$ cat src/rtl/hiscore_ram_arbiter.sv
// ============================================================================
//  Module   : hiscore_ram_arbiter
//  Function : Shares the game work-RAM port between the CPU and the hiscore
//             engine. The CPU is stalled and the bus must go idle before the
//             hiscore engine is granted. Guard cycles with no write precede
//             the hand-back to the CPU.
//  Revision : 1.0  initial release
// ============================================================================
`timescale 1ns/1ps
`default_nettype none

module hiscore_ram_arbiter #(
    parameter int ADDRESSWIDTH = 10,
    parameter int SETTLE       = 2,
    parameter int GUARD        = 1,
    parameter int MAXHOLD      = 255
) (
    input  logic                    clk,
    input  logic                    reset,
    input  logic                    hs_req,
    input  logic [ADDRESSWIDTH-1:0] hs_address,
    input  logic [7:0]              hs_data_in,
    input  logic                    hs_write,
    output logic                    hs_grant,
    output logic [7:0]              hs_dout,
    output logic [7:0]              hs_wr_count,
    input  logic                    cpu_cs,
    input  logic [ADDRESSWIDTH-1:0] cpu_address,
    input  logic [7:0]              cpu_data_in,
    input  logic                    cpu_write,
    output logic                    cpu_wait,
    output logic [7:0]              cpu_dout,
    output logic [ADDRESSWIDTH-1:0] ram_address,
    output logic [7:0]              ram_data_in,
    output logic                    ram_we,
    input  logic [7:0]              ram_data_out
);

    localparam logic [3:0] c_settle  = 4'(SETTLE);
    localparam logic [3:0] c_guard   = 4'(GUARD);
    localparam logic [7:0] c_maxhold = 8'(MAXHOLD);

    typedef enum logic [1:0] {
        S_IDLE    = 2'd0,
        S_HOLD    = 2'd1,
        S_GRANT   = 2'd2,
        S_RELEASE = 2'd3
    } state_t;

    state_t     state_q, state_d;
    logic [3:0] settle_q, settle_d;
    logic [3:0] guard_q, guard_d;
    logic [7:0] hold_q, hold_d;
    logic [7:0] wr_count_q, wr_count_d;
    logic [7:0] hs_dout_q, hs_dout_d;
    logic [7:0] cpu_dout_q, cpu_dout_d;
    logic       cpu_wait_q, cpu_wait_d;
    logic       hs_grant_q, hs_grant_d;
    logic       w_hs_owns;
    logic       w_ram_we;

    always_ff @(posedge clk or posedge reset) begin
        if (reset) begin
            state_q    <= S_IDLE;
            settle_q   <= 4'd0;
            guard_q    <= 4'd0;
            hold_q     <= 8'd0;
            wr_count_q <= 8'd0;
            hs_dout_q  <= 8'd0;
            cpu_dout_q <= 8'd0;
            cpu_wait_q <= 1'b0;
            hs_grant_q <= 1'b0;
        end else begin
            state_q    <= state_d;
            settle_q   <= settle_d;
            guard_q    <= guard_d;
            hold_q     <= hold_d;
            wr_count_q <= wr_count_d;
            hs_dout_q  <= hs_dout_d;
            cpu_dout_q <= cpu_dout_d;
            cpu_wait_q <= cpu_wait_d;
            hs_grant_q <= hs_grant_d;
        end
    end

    always_comb begin
        state_d    = state_q;
        settle_d   = settle_q;
        guard_d    = guard_q;
        hold_d     = hold_q;
        wr_count_d = wr_count_q;
        hs_dout_d  = hs_dout_q;
        cpu_dout_d = cpu_dout_q;
        cpu_wait_d = cpu_wait_q;
        hs_grant_d = hs_grant_q;
        w_hs_owns  = 1'b0;
        w_ram_we   = 1'b0;

        case (state_q)
            S_IDLE: begin
                w_ram_we   = cpu_write;
                cpu_dout_d = ram_data_out;
                if (hs_req) begin
                    state_d    = S_HOLD;
                    cpu_wait_d = 1'b1;
                    settle_d   = 4'd0;
                    hold_d     = 8'd0;
                end
            end
            S_HOLD: begin
                // CPU keeps the port so an access already in flight can finish.
                w_ram_we   = cpu_write;
                cpu_dout_d = ram_data_out;
                settle_d   = cpu_cs ? 4'd0 : settle_q + 4'd1;
                hold_d     = hold_q + 8'd1;
                if (!hs_req) begin
                    state_d = S_RELEASE;
                    guard_d = 4'd0;
                end else if (settle_d == c_settle || hold_d == c_maxhold) begin
                    state_d    = S_GRANT;
                    hs_grant_d = 1'b1;
                    wr_count_d = 8'd0;
                end
            end
            S_GRANT: begin
                w_hs_owns = 1'b1;
                // A write coinciding with the request drop is suppressed.
                w_ram_we  = hs_write & hs_req;
                hs_dout_d = ram_data_out;
                if (w_ram_we && wr_count_q != 8'hFF) begin
                    wr_count_d = wr_count_q + 8'd1;
                end
                if (!hs_req) begin
                    state_d    = S_RELEASE;
                    hs_grant_d = 1'b0;
                    guard_d    = 4'd0;
                end
            end
            S_RELEASE: begin
                w_hs_owns = 1'b1;
                guard_d   = guard_q + 4'd1;
                if (guard_d == c_guard) begin
                    state_d    = S_IDLE;
                    cpu_wait_d = 1'b0;
                end
            end
            default: begin
                state_d = S_IDLE;
            end
        endcase
    end

    assign ram_address = w_hs_owns ? hs_address : cpu_address;
    assign ram_data_in = w_hs_owns ? hs_data_in : cpu_data_in;
    assign ram_we      = w_ram_we;
    assign cpu_dout    = w_hs_owns ? cpu_dout_q : ram_data_out;
    assign cpu_wait    = cpu_wait_q;
    assign hs_grant    = hs_grant_q;
    assign hs_dout     = hs_dout_q;
    assign hs_wr_count = wr_count_q;

endmodule

`default_nettype wire
$ cat config.mk
export PLATFORM = sky130hd
export DESIGN_NAME = hiscore_ram_arbiter
export DESIGN_NICKNAME = d
export VERILOG_FILES = /design/src/rtl/hiscore_ram_arbiter.sv
export SDC_FILE = /design/constraint.sdc
export NUM_CORES = 1
export LEC_CHECK = 0
export ABC_AREA = 1
export ABC_CLOCK_PERIOD_IN_PS = 2500
export BUFFER_PORTS_ARGS = -buffer_cell sky130_fd_sc_hd__buf_2
export CORE_AREA = 2 2 86 88
export CTS_CLUSTER_DIAMETER = 150
export DETAILED_ROUTE_END_ITERATION = 7
export DIE_AREA = 0 0 88 90
export GPL_TIMING_DRIVEN = 1
export HOLD_SLACK_MARGIN = 0.06
export SYNTH_ARGS = -nofsm -noshare
export SYNTH_HDL_FRONTEND = slang
export SYNTH_SLANG_ARGS = --single-unit
$ cat constraint.sdc
create_clock -name clk -period 2.5 [get_ports clk]
set_input_delay 0.25 -clock clk [delete_from_list [all_inputs] [get_ports clk]]
set_output_delay 0.25 -clock clk [all_outputs]
set_load 0.02 [all_outputs]
# Word-level counts from Yosys, hierarchy flattened
# Index checks and enable logic that the tools add are counted.
[op_classes] add_sub_neg=4 n_eq_ne=15 muxes=29 n_bitwise=1 n_reduce_logical=16
[op_table] cell="$mux 8" count=6
[op_table] cell="$pmux 8 s2" count=2
[op_table] cell="$add 8x1->8 const B" count=2
[op_table] cell="$pmux 4 s2" count=2
[op_table] cell="$ne 2x2->1 const B" count=7
[op_table] cell="$mux 4" count=3
[op_table] cell="$reduce_and 4->1" count=3
[op_table] cell="$mux 10" count=1
[op_table] cell="$mux 2" count=5
[op_table] cell="$add 4x1->4 const B" count=2
[op_table] cell="$eq 8x8->1 const B" count=1
[op_table] cell="$ne 8x8->1 const B" count=1
[op_table] cell="$pmux 2 s4" count=1
[op_table] cell="$reduce_bool 2->1" count=4
[op_table] cell="$mux 1" count=6
[op_table] cell="$pmux 1 s2" count=3
[op_table] cell="$reduce_or 2->1" count=3
[op_table] cell="$eq 2x2->1 const B" count=2
[op_table] cell="$eq 4x1->1 const B" count=1
[op_table] cell="$eq 4x2->1 const B" count=1
[op_table] cell="$reduce_and 2->1" count=2
[op_table] cell="$ne 3x3->1 const B" count=1
[op_table] cell="$reduce_and 3->1" count=1
[op_table] cell="$eq 2x1->1 const B" count=1
[op_table] cell="4 further kinds" count=4
[totals] register_bits=44

# Logic depth before layout (Yosys ltp)
[depth] depth_word=7 depth_mapped=13 ltp_nobuf=12

# Least setup slack after synthesis
# OpenSTA, ideal clock, no wires.
[synth_timing] path_kind="register -> output" from="register state_q[0]" to="output port ram_address[2]" t_arrival_ps=1627 required_ps=2250 path_slack_ps=623 path_stages_with_launch=6 path_buffers=2 path_cell_list="dfrtp_1 > ha_1 > clkbuf_1 > nor2_2 > buf_2 > mux2_2"
[synth_between] elab_chain_cells=4
[synth_rtl] element="start: declaration" line="50" rtl="state_t state_q, state_d;"
[synth_rtl] element="start signal: assignment" line="74" rtl="state_q <= state_d;"
[synth_rtl] element="$eq 2x2->1" line="99" rtl="case (state_q)"
[synth_rtl] element="$reduce_or 2->1 (no source line) *"
[synth_rtl] element="$mux 1 *" line="99"
[synth_rtl] element="$mux 10 *" line="153" rtl="assign ram_address = w_hs_owns ? hs_address : cpu_address;"
[synth_rtl] element="end: declaration" line="33" rtl="output logic [ADDRESSWIDTH-1:0] ram_address,"
# Mark *: on every way between the ends. The rest lies on a longest branch, timed or not.

# Worst setup path in the final report
[layout_timing] from="register state_q[0]" to="output port ram_data_in[2]"
[layout_between] elab_chain_cells=4
[layout_rtl] element="$eq 2x2->1" line="99"
[layout_rtl] element="$reduce_or 2->1 (no source line) *"
[layout_rtl] element="$mux 1 *" line="99"
[layout_rtl] element="$mux 8 *" line="154" rtl="assign ram_data_in = w_hs_owns ? hs_data_in : cpu_data_in;"
[layout_rtl] element="end: declaration" line="34" rtl="output logic [7:0] ram_data_in,"
# Marks and branches as above.

==> results.toml <==
[yosys]
yosysWarningCount = 0
synth_compound_area_share_pct = 14.18
synth_top_family_by_area = "simple AND/OR/NAND/NOR gates"
seq_area_frac_synth_pct = 41.73
syn_nets = 393
syn_inst = 333
synthArstFlopShare_pct = 100.0
synth-edff-count = 0
synth-xor-area-share_pct = 0.6638
synth_fa_ha_area_share_pct = 4.742
synth-simple-area-share_pct = 23.33
synthFlopType = "dfrtp_1"
synth-seq-cells = 44
synth.avg_cell_area_um2 = 7.924
mappedNetlistArea_um2 = 2639
synthMuxAreaShare_pct = 7.681
ys_types = 30

[clocking]
cts_tree = "done"
cts_inserted_buffers = 5
clk_pin_slew_ns = 0.09
cts_buffer_depth = 2
ctsHoldBuffers = 0
insertion_delay_ns = 0.30
h-tree-depth = 2
cts_setup_buffers = 0
cts_resized = 0
cts-root-buf = "clkbuf_8"
clock_sinks = 44

[pwr]
power_frac_seq_pct = 29.1
p_leak_nw = 1.699
p_switching_mw = 1.983
p_int_mw = 2.056
ir_drop_uv = 488.9
switching_share_pct = 49.09
powerDensity_nw_per_um2 = 1210
p_clk_share_pct = 11.9
p_comb_share_pct = 59.0

[placement]
place.gp.congestion = 0.7693
dpl.hpwl_um = 4878
placed_cells = 524
io_buffer_count = 94

[finish]
multi_input_area_um2 = 1335
fillers = 705
seqCellArea_um2 = 1101
layout_common_cells = "94 x buf_2, 87 x nand2_1, 44 x dfrtp_1"
drive_gt1_share_pct = 33.26
postLayoutCoreUtil_pct = 47.55
final_common_cell = "buf_2"
syn_to_final_growth_pct = 26.51
antenna_cells = 0
finalNonFillerCells = 532
nNetsFinal = 492

[global_routing]
track_usage_pct = 16.22
grt_overflow = 0
grt_antenna_before_repair = 0
grt_max_degree = 35
grt_pass1_wl_um = 10360
grt_pass1_vias = 2201

[drt]
vias = 2453
drt-vias-per-instance = 4.611
wirelength_um = 6312
drtAntennaViolNets = 0
drc = 0
drt_iter0_drc = 79
first_pass_iters = 4
wl_per_cell_um = 11.86

[sta]
setup_viol = 0
finClkSkew_ns = 0.01210
period_share_pct = 91.28
clock.fmax_mhz = 438.2
tightest_slew_ns = 1.026
relSlewSlack_pct = 31.20
hold_viol = 0
finalCriticalPeriod_ns = 2.282
finalSetupTns_ns = 0
finalMaxSlewViolations = 0
rsz0062_at_grt = "false"

[worst_setup_path]
cp.required_ns = 2.25
critPathKind = "flop to primary output"
startpoint_type = "flop"
crit_arrival_ns = 2.03
timing.critical_path.to_type = "primary output"
crit_fanout = 34

[flow_run]
max_cap_violations = 0

[die]
dieArea_um2 = 7920
design.core.area_um2 = 7020
start_util_pct = 37.59
chipWidth_um = 88
die_h_um = 90
num_io_pins = 95
rows = 31

[min_path]
hold_class = "input pin to asynchronous set/reset pin"

[status]
status = "finished clean"
## final timing paths
path | startpoint | slack (ns) | end | depth (start not counted)
max in group asynchronous | reset | 1.82 | hs_wr_count[3] | 3
max | state_q[0] | 0.22 | ram_data_in[2] | 5
min in group clk | ram_data_out[6] | 0.18 | hs_dout[6] | 3
min reg2reg | hs_dout[5] | 0.48 | hs_dout[5] | 2
min | reset | 0.06 | settle_q[3] | 2
max reg2reg | state_q[0] | 0.62 | hs_wr_count[2] | 9
## through the flow
step | setup WS (ns) | power, mW | area (um^2) | hold WS, ns
final | 0.2179 | 4.039 | 3338 | 0.05544
after global routing | 0.07933 | 4.395 | 3338 | 0.1168
after CTS | 0.1997 | 4.078 | 3338 | 0.09446
after detailed placement | 0.5332 | 3.588 | 3241 | 0.4221
after global placement | 0.5840 | 3.546 | 3241 | 0.4224
after floorplan | 0.6230 | 2.874 | 2639 | 0.3627
## synth_stat cells, types with 5 or more instances
| master | number | area (um^2) |
|---|---|---|
| dfrtp_1 | 44 | 1101 |
| nor2_1 | 28 | 105.1 |
| nand3_1 | 12 | 60.06 |
| clkbuf_1 | 5 | 18.77 |
| inv_1 | 41 | 153.9 |
| nand2_1 | 87 | 326.6 |
| o22ai_1 | 6 | 37.54 |
| o21ai_2 | 7 | 61.31 |
| mux2_2 | 18 | 202.7 |
| a21oi_1 | 13 | 65.06 |
| ha_1 | 10 | 125.1 |
| o21ai_0 | 31 | 155.2 |
## power by group through the flow
| stage | Combinational, mW | Sequential, mW | Clock, mW |
|---|---|---|---|
| detailed placement | 2.40 | 1.19 | 0 |
| finish | 2.38 | 1.18 | 0.479 |
| floorplan | 1.58 | 1.30 | 0 |
| global placement | 2.37 | 1.18 | 0 |
| CTS | 2.41 | 1.18 | 0.495 |
| global route | 2.65 | 1.21 | 0.531 |
## metal layers
metal  part of all wire, %  up-vias  global-route usage (%)
li1                      -     1274                       -
met1                    46     1125                   22.58
met2                    48       50                   25.88
met3                   4.1        4                   3.122
met4                   1.0        0                   3.846
met5                     0        -                       0
## logic make-up after synthesis
| logic type | after synthesis |
|---|---|
| XOR/XNOR | 2 |
| AO/OA/AOI/OAI | 64 |
| adder cells (fa/ha/maj) | 10 |
| flip-flops | 44 |
| multiplexers | 18 |
| AND/OR/NAND/NOR | 144 |
| buffers and inverters | 51 |
## state kept, by name, summed over array words and instances (netlist names)
register     flops
settle_q         4
state_q          2
guard_q          4
hold_q           8
hs_grant         1
cpu_wait         1
hs_dout          8
hs_wr_count      8
cpu_dout_q       8
## worst max-delay path, cell delays in order (launching register included)
cell     delay (ns)
dfrtp_1        0.43
ha_1           0.31
nor2_2         0.10
buf_4          0.34
mux2_2         0.39
buf_2          0.16
## layout make-up
type	instances	area share, %
clock inverter	2	0.4498
tap	99	3.711
inverter	42	4.723
multi-input combinational	238	39.99
timing repair buffer	101	15.67
clock buffer	6	2.474
sequential	44	32.98
Power figures use the tool's default switching activity.
